`src/rtl/alu_op_sequencer_if.sv`:
```
// Request/response handshake bundle for alu_op_sequencer.
// master = requester/consumer side, slave = the sequencer.
interface alu_op_sequencer_if #(
    parameter int WIDTH = 64
);
    logic             in_valid;
    logic             in_ready;
    logic [1:0]       aluop;
    logic [10:0]      opcode;
    logic [WIDTH-1:0] op_a;
    logic [WIDTH-1:0] op_b;
    logic             out_valid;
    logic             out_ready;
    logic [WIDTH-1:0] out_result;
    logic             out_zero;
    logic             out_illegal;

    modport master (
        output in_valid, aluop, opcode, op_a, op_b, out_ready,
        input  in_ready, out_valid, out_result, out_zero, out_illegal
    );

    modport slave (
        input  in_valid, aluop, opcode, op_a, op_b, out_ready,
        output in_ready, out_valid, out_result, out_zero, out_illegal
    );
endinterface

```
`src/rtl/alu_op_sequencer.sv`:
```
// Decodes LEGv8 ALUOp/opcode, drives an external 64-bit ALU and returns its result.
// Define ALU_SEQ_MUL_EN to add the iterative shift-add MUL sequencer.
module alu_op_sequencer #(
    parameter int WIDTH = 64
) (
    input  logic              clk,
    input  logic              reset,
    alu_op_sequencer_if.slave req,
    output logic [WIDTH-1:0]  alu_a,
    output logic [WIDTH-1:0]  alu_b,
    output logic [3:0]        alu_control,
    input  logic [WIDTH-1:0]  alu_result,
    input  logic              alu_zero
);
    localparam logic [3:0] CTL_AND   = 4'b0000;
    localparam logic [3:0] CTL_ORR   = 4'b0001;
    localparam logic [3:0] CTL_ADD   = 4'b0010;
    localparam logic [3:0] CTL_SUB   = 4'b0110;
    localparam logic [3:0] CTL_PASSB = 4'b0111;

`ifdef ALU_SEQ_MUL_EN
    typedef enum logic [1:0] {IDLE, EXEC, MUL, DONE} state_t;
`else
    typedef enum logic [1:0] {IDLE, EXEC, DONE} state_t;
`endif

    state_t     state;
    logic [3:0] dec_code;
    logic       dec_illegal;

`ifdef ALU_SEQ_MUL_EN
    logic             dec_mul;
    logic [WIDTH-1:0] acc, mcand, mplier;
    logic [WIDTH-1:0] acc_n, mcand_n, mplier_n;

    always_comb begin
        acc_n    = mplier[0] ? alu_result : acc;
        mcand_n  = mcand << 1;
        mplier_n = mplier >> 1;
    end
`endif

    always_comb begin
        dec_code    = CTL_ADD;
        dec_illegal = 1'b0;
`ifdef ALU_SEQ_MUL_EN
        dec_mul     = 1'b0;
`endif
        case (req.aluop)
            2'b00: dec_code = CTL_ADD;
            2'b01: dec_code = CTL_PASSB;
            2'b10: begin
                case (req.opcode)
                    11'b10001011000: dec_code = CTL_ADD;
                    11'b11001011000: dec_code = CTL_SUB;
                    11'b10001010000: dec_code = CTL_AND;
                    11'b10101010000: dec_code = CTL_ORR;
`ifdef ALU_SEQ_MUL_EN
                    11'b10011011000: dec_mul  = 1'b1;
`endif
                    default:         dec_illegal = 1'b1;
                endcase
            end
            default: dec_illegal = 1'b1;
        endcase
    end

    always_ff @(posedge clk) begin
        if (reset) begin
            state           <= IDLE;
            req.in_ready    <= 1'b0;
            req.out_valid   <= 1'b0;
            req.out_result  <= '0;
            req.out_zero    <= 1'b0;
            req.out_illegal <= 1'b0;
            alu_a           <= '0;
            alu_b           <= '0;
            alu_control     <= CTL_ADD;
`ifdef ALU_SEQ_MUL_EN
            acc             <= '0;
            mcand           <= '0;
            mplier          <= '0;
`endif
        end else begin
            case (state)
                IDLE: begin
                    req.in_ready <= 1'b1;
                    if (req.in_valid && req.in_ready) begin
                        req.in_ready    <= 1'b0;
                        req.out_illegal <= dec_illegal;
                        if (dec_illegal) begin
                            req.out_result <= '0;
                            req.out_zero   <= 1'b1;
                            req.out_valid  <= 1'b1;
                            state          <= DONE;
`ifdef ALU_SEQ_MUL_EN
                        end else if (dec_mul) begin
                            // ALU inputs are registered, so preload them with the first step's acc/mcand
                            acc         <= '0;
                            mcand       <= req.op_a;
                            mplier      <= req.op_b;
                            alu_a       <= '0;
                            alu_b       <= req.op_a;
                            alu_control <= CTL_ADD;
                            state       <= MUL;
`endif
                        end else begin
                            alu_a       <= req.op_a;
                            alu_b       <= req.op_b;
                            alu_control <= dec_code;
                            state       <= EXEC;
                        end
                    end
                end
                EXEC: begin
                    req.out_result <= alu_result;
                    req.out_zero   <= alu_zero;
                    req.out_valid  <= 1'b1;
                    alu_a          <= '0;
                    alu_b          <= '0;
                    alu_control    <= CTL_ADD;
                    state          <= DONE;
                end
`ifdef ALU_SEQ_MUL_EN
                MUL: begin
                    if (mplier_n == '0) begin
                        req.out_result <= acc_n;
                        req.out_zero   <= (acc_n == '0);
                        req.out_valid  <= 1'b1;
                        alu_a          <= '0;
                        alu_b          <= '0;
                        state          <= DONE;
                    end else begin
                        acc    <= acc_n;
                        mcand  <= mcand_n;
                        mplier <= mplier_n;
                        alu_a  <= acc_n;
                        alu_b  <= mcand_n;
                    end
                end
`endif
                DONE: begin
                    if (req.out_ready) begin
                        req.out_valid <= 1'b0;
                        req.in_ready  <= 1'b1;
                        state         <= IDLE;
                    end
                end
                default: state <= IDLE;
            endcase
        end
    end
endmodule

```
`src/flat_wrapper.sv`:
```
// flat-port wrapper written by rule: the top's interface ports become plain ports
module alu_op_sequencer_flat 
#(
    parameter int WIDTH = 64
)
  (clk, reset, alu_a, alu_b, alu_control, alu_result, alu_zero, req_in_valid, req_aluop, req_opcode, req_op_a, req_op_b, req_out_ready, req_in_ready, req_out_valid, req_out_result, req_out_zero, req_out_illegal);
  alu_op_sequencer_if #(.WIDTH(WIDTH)) req_i ();
  input  logic clk;
  input  logic reset;
  output logic [WIDTH-1:0] alu_a;
  output logic [WIDTH-1:0] alu_b;
  output logic [3:0] alu_control;
  input  logic [WIDTH-1:0] alu_result;
  input  logic alu_zero;
  input wire logic [$bits(req_i.in_valid)-1:0] req_in_valid;
  input wire logic [$bits(req_i.aluop)-1:0] req_aluop;
  input wire logic [$bits(req_i.opcode)-1:0] req_opcode;
  input wire logic [$bits(req_i.op_a)-1:0] req_op_a;
  input wire logic [$bits(req_i.op_b)-1:0] req_op_b;
  input wire logic [$bits(req_i.out_ready)-1:0] req_out_ready;
  output wire logic [$bits(req_i.in_ready)-1:0] req_in_ready;
  output wire logic [$bits(req_i.out_valid)-1:0] req_out_valid;
  output wire logic [$bits(req_i.out_result)-1:0] req_out_result;
  output wire logic [$bits(req_i.out_zero)-1:0] req_out_zero;
  output wire logic [$bits(req_i.out_illegal)-1:0] req_out_illegal;
  assign req_i.in_valid = req_in_valid;
  assign req_i.aluop = req_aluop;
  assign req_i.opcode = req_opcode;
  assign req_i.op_a = req_op_a;
  assign req_i.op_b = req_op_b;
  assign req_i.out_ready = req_out_ready;
  assign req_in_ready = req_i.in_ready;
  assign req_out_valid = req_i.out_valid;
  assign req_out_result = req_i.out_result;
  assign req_out_zero = req_i.out_zero;
  assign req_out_illegal = req_i.out_illegal;
  alu_op_sequencer #(.WIDTH(WIDTH)) u_core (.clk(clk), .reset(reset), .req(req_i), .alu_a(alu_a), .alu_b(alu_b), .alu_control(alu_control), .alu_result(alu_result), .alu_zero(alu_zero));
endmodule
```
`config.mk`:
```
export PLATFORM = sky130hd
export DESIGN_NAME = alu_op_sequencer_flat
export DESIGN_NICKNAME = d
export VERILOG_FILES = /design/src/rtl/alu_op_sequencer_if.sv /design/src/rtl/alu_op_sequencer.sv /design/src/flat_wrapper.sv
export SDC_FILE = /design/constraint.sdc
export NUM_CORES = 1
export LEC_CHECK = 0
export ABC_CLOCK_PERIOD_IN_PS = 3800
export CAP_MARGIN = 20
export CORE_AREA = 5 5 158 160
export DETAILED_ROUTE_END_ITERATION = 10
export DIE_AREA = 0 0 163 165
export MAX_ROUTING_LAYER = met4
export PLACE_DENSITY = 0.73
export SLEW_MARGIN = 25
export SYNTH_ARGS = -nofsm -noshare
export SYNTH_HDL_FRONTEND = slang
export SYNTH_SLANG_ARGS = --single-unit
```
`constraint.sdc`:
```
create_clock -name clk -period 3.8 [get_ports clk]
set_clock_uncertainty 0.2 [all_clocks]
set_input_delay 0.76 -clock clk [delete_from_list [all_inputs] [get_ports clk]]
set_output_delay 0.76 -clock clk [all_outputs]
set_load 0.03 [all_outputs]
```
### After elaboration in Yosys (flattened, before gate mapping)

Index checks and enable logic that the tools add are counted.

* register bits: 202
* logic and storage cells: 63

* equal/unequal tests: 12
* mux-type cells: 28
* reductions and logical operators: 14

Operator list (count)
* 64-bit 2-to-1 mux: 6
* 64-bit case mux with 2 select lines: 3
* 11-bit equality test, second input constant: 4
* 4-bit case mux with 2 select lines: 2
* 3-bit case mux with 3 select lines: 1
* 4-bit 2-to-1 mux: 2
* 1-bit 2-to-1 mux: 6
* 2-bit 2-to-1 mux: 3
* 1-bit case mux with 2 select lines: 3
* 2-bit case mux with 3 select lines: 1
* 2-bit AND reduction: 3
* 3-bit AND reduction: 2
* 2-bit by 1-bit equality test with 1-bit output, second input constant: 2
* 2-bit equality test, second input constant: 2
* 2-bit zero test: 2
* 2-bit by 1-bit inequality test with 1-bit output, second input constant: 2
* 2-bit inequality test, second input constant: 2
* 4-bit AND reduction: 1
* 2-bit nonzero test: 2
* 4-bit OR reduction: 1
* 1-bit case mux with 3 select lines: 1
* 3-bit nonzero test: 1
* 2-bit OR reduction: 1
* 1-bit logical AND: 1

### Logic depth before layout (Yosys ltp)

* depth after elaboration: 7
* depth in mapped cells: 9
* mapped depth without buffers: 6

### Worst setup path before layout

No wires, ideal clock.

* path kind: input to register
* start point: input req_opcode[1]
* end point: register u_core.alu_a[49]
* setup time: 115 ps
* data arrival time: 2331 ps
* required time: 3485 ps
* path slack: 1154 ps
* stages: 8
* path buffers: 4
* path through: or4_1 buf_2 nor4_1 o31a_1 buf_2 buf_6 buf_6 o2bb2ai_2

* word-level cells in the longest chain between the ends: 6

RTL lines
* from (decl): RTL line flat_wrapper.sv:17 `input wire logic [$bits(req_i.opcode)-1:0] req_opcode;`
* 11-bit equality test: RTL line alu_op_sequencer.sv:53 `case (req.opcode)`
* 4-bit OR reduction (no line) *
* 1-bit 2-to-1 mux *: RTL line alu_op_sequencer.sv:53
* 1-bit case mux with 2 select lines *: RTL line alu_op_sequencer.sv:49 `case (req.aluop)`
* 2-bit inequality test (no line) *
* 3-bit AND reduction (no line) *
* to (signal assigned): RTL line alu_op_sequencer.sv:108 `alu_a <= req.op_a;`
* to (decl): RTL line alu_op_sequencer.sv:9 `output logic [WIDTH-1:0] alu_a,`

Every way passes the cells marked *; elsewhere a longest branch is shown, timed or not.
A chain may end at the register's enable or synchronous reset.

### Worst setup path in the final report

* start point: input req_opcode[1]
* end point: register u_core.alu_a[9]

Same word-level chain as after synthesis.

==> flow_summary.json <==
{
  "drt_iter0_markers": 591,
  "clock-root-buffer": "clkbuf_16",
  "cts.repair.resized": 0,
  "syn_avg_cell_area_sq_um": 10.7,
  "worst-path-max-fanout": 40,
  "fin_crit_ns": 2.88,
  "finalMaxSlewViolations": 0,
  "irDropWorstVdd_mv": 0.272,
  "synth_cell_types": 42,
  "outcome": "finished, final reports clean",
  "firstDrtPassIters": 4,
  "area_growth_pct": 56.2,
  "p_total_mw": 5.01,
  "drc": 0,
  "grt_overflow": 0,
  "path_cells": "clkdlybuf4s50_1 -> or4_1 -> nor4_1 -> o31a_2 -> buf_12 -> o2bb2ai_1",
  "cts.path.max_buffers": 3,
  "grt_max_degree": 73,
  "fin_setup_tns_ns": 0,
  "nNetsFinal": 1366,
  "dp_hpwl_mm": 19.8,
  "io_pins": 410,
  "grt_usage_pct": 20.4,
  "portBuffers": 408,
  "num_vias": 7698,
  "tightest_slew_ns": 0.796,
  "synth.most_common_cell": "dfxtp_1",
  "die_h_microns": 165,
  "grt_pass1_wl_mm": 42.7,
  "die_w_microns": 163,
  "synth_edf_count": 0,
  "slew_headroom_pct": 46.9,
  "rows": 56,
  "fmax_ghz": 0.347,
  "cts_made_buffers": 22,
  "ant_nets": 0,
  "finalCritPeriodShare_pct": 75.8,
  "clkLatencyLatePin_ns": 0.52,
  "crit_path_top_delay_cell": "or4_1",
  "rsz0062_at_grt": "false",
  "wl_per_cell_microns": 19.3,
  "endpoint_kind": "register",
  "slowest_delay_ns": 0.71,
  "synth_nets": 1005,
  "path_clk_slew_ns": 0.06,
  "ys_ff_latch": 201,
  "ys_warn_count": 0,
  "hold_buffers": 0,
  "synth_area_sq_um": 8480,
  "routabilityCongestion": 0.793,
  "cts_num_sinks": 201,
  "critPathKind": "in2reg",
  "hp-class": "reg2reg",
  "start_util_pct": 36.5,
  "fin_util_pct": 57.0,
  "synth_area_leader_cell": "dfxtp_1",
  "synth.top_cell.area_share_pct": 47.4,
  "wl_mm": 28.7,
  "post-cts-setup-buffer-count": 0,
  "cellLeakagePower_nw": 4.42,
  "viasPerCell": 5.18,
  "cts_tree": "done",
  "hold_viol_final": 0,
  "synth_commonest_cells": "dfxtp_1, nand2_1, o2bb2ai_2",
  "first_global_vias": 7517,
  "start_kind": "primary input",
  "setup_viol": 0,
  "antenna_found_initial": 3,
  "die_area_sq_um": 26900,
  "p_per_area_nw_per_um2": 378,
  "drive_above_1_share_pct": 13.7,
  "syn_inst": 792,
  "critPathRequiredTime_ns": 3.97,
  "async_flop_share_pct": 0,
  "ys_top_cells_by_area": "dfxtp_1, o2bb2ai_2, a221oi_1, nand2_1, a21oi_1",
  "seq_area_frac_synth_pct": 47.4,
  "arrival_ns": 3.06,
  "core_area_sq_um": 23300,
  "max_cap_viol_count": 0,
  "htreeDepth": 1,
  "fillers": 2029,
  "ys.flop_type": "dfxtp_1"
}
[flip-flops by register name (all words and copies together), names as in the netlist]
signal	cells
u_core.req.out_zero	1
u_core.alu_a	64
u_core.req.in_ready	1
u_core.req.out_result	64
u_core.req.out_valid	1
u_core.req.out_illegal	1
u_core.alu_control	3
u_core.state	2
u_core.alu_b	64
[worst paths after layout]
check                   start  slack, ns                       end  depth (start not counted)
max             req_opcode[1]       0.92           u_core.alu_a[9]                          6
min          u_core.alu_a[60]       0.25          u_core.alu_a[60]                          2
max reg2reg   u_core.state[0]       1.56  u_core.req.out_result[7]                          4
min reg2reg  u_core.alu_a[60]       0.25          u_core.alu_a[60]                          2
[report_power, final]
part	internal, mW	switching (mW)
Sequential	2.16	0.0285
Clock	1.19	0.862
Combinational	0.382	0.390
Total	3.73	1.28
[critical path, delay by kind of cell]
family	cells	cell delay (ns)
compound gates	2	0.50
buf+inv	2	0.71
simple gates	2	1.05
[final cells by class]
class | instances | area, sq um | share of cell area (%)
sequential | 201 | 4030 | 30.4
timing repair buffer | 426 | 4300 | 32.5
inverter | 8 | 32.5 | 0.245
tap | 319 | 399 | 3.01
clock buffer | 31 | 614 | 4.64
antenna | 3 | 7.51 | 0.0566
clock inverter | 5 | 63.8 | 0.481
multi-input combinational | 494 | 3810 | 28.7
[per-stage QoR]
step	std cells	setup slack [ns]	hold WS (ns)	instance area, sq um
global route	1487	0.825	0.269	13300
global placement	1448	0.421	0.235	12600
finish	1487	0.919	0.245	13300
detailed placement	1448	0.409	0.240	12600
CTS	1484	0.937	0.248	13200
floorplan	792	1.15	0.377	8480
[layer usage]
metal	part of all wire, %	up-vias	global-route usage [%]
met5	0	-	-
li1	-	3690	-
met3	9.5	49	6.71
met2	48	321	33.2
met1	40	3638	24.3
met4	2.2	0	5.57
[layout by cell type (no fill, tap or decap), drive strengths merged, types with 2 or more instances in the layout]
cell type	n
a21oi	67
a221oi	65
buf	19
clkbuf	31
clkdlybuf4s50	407
clkinv	3
dfxtp	201
diode	3
ha	3
inv	8
mux2i	3
nand2	132
nand4b	2
nor2	2
nor2b	2
nor3	66
nor4	2
o21ai	2
o2bb2ai	128
o41ai	2
[logic make-up after synthesis]
logic type                 Yosys count  share of synthesized area, %
DFF                                201                          47.4
AOI/OAI and AO/OA                  271                          32.4
buffers and inverters               97                          8.08
adders and majority gates            3                         0.443
muxes                                4                         0.487
and+or+nand+nor                    215                          11.1
other                                1                        0.0442
Note: power is estimated with default switching activity, not from simulation.
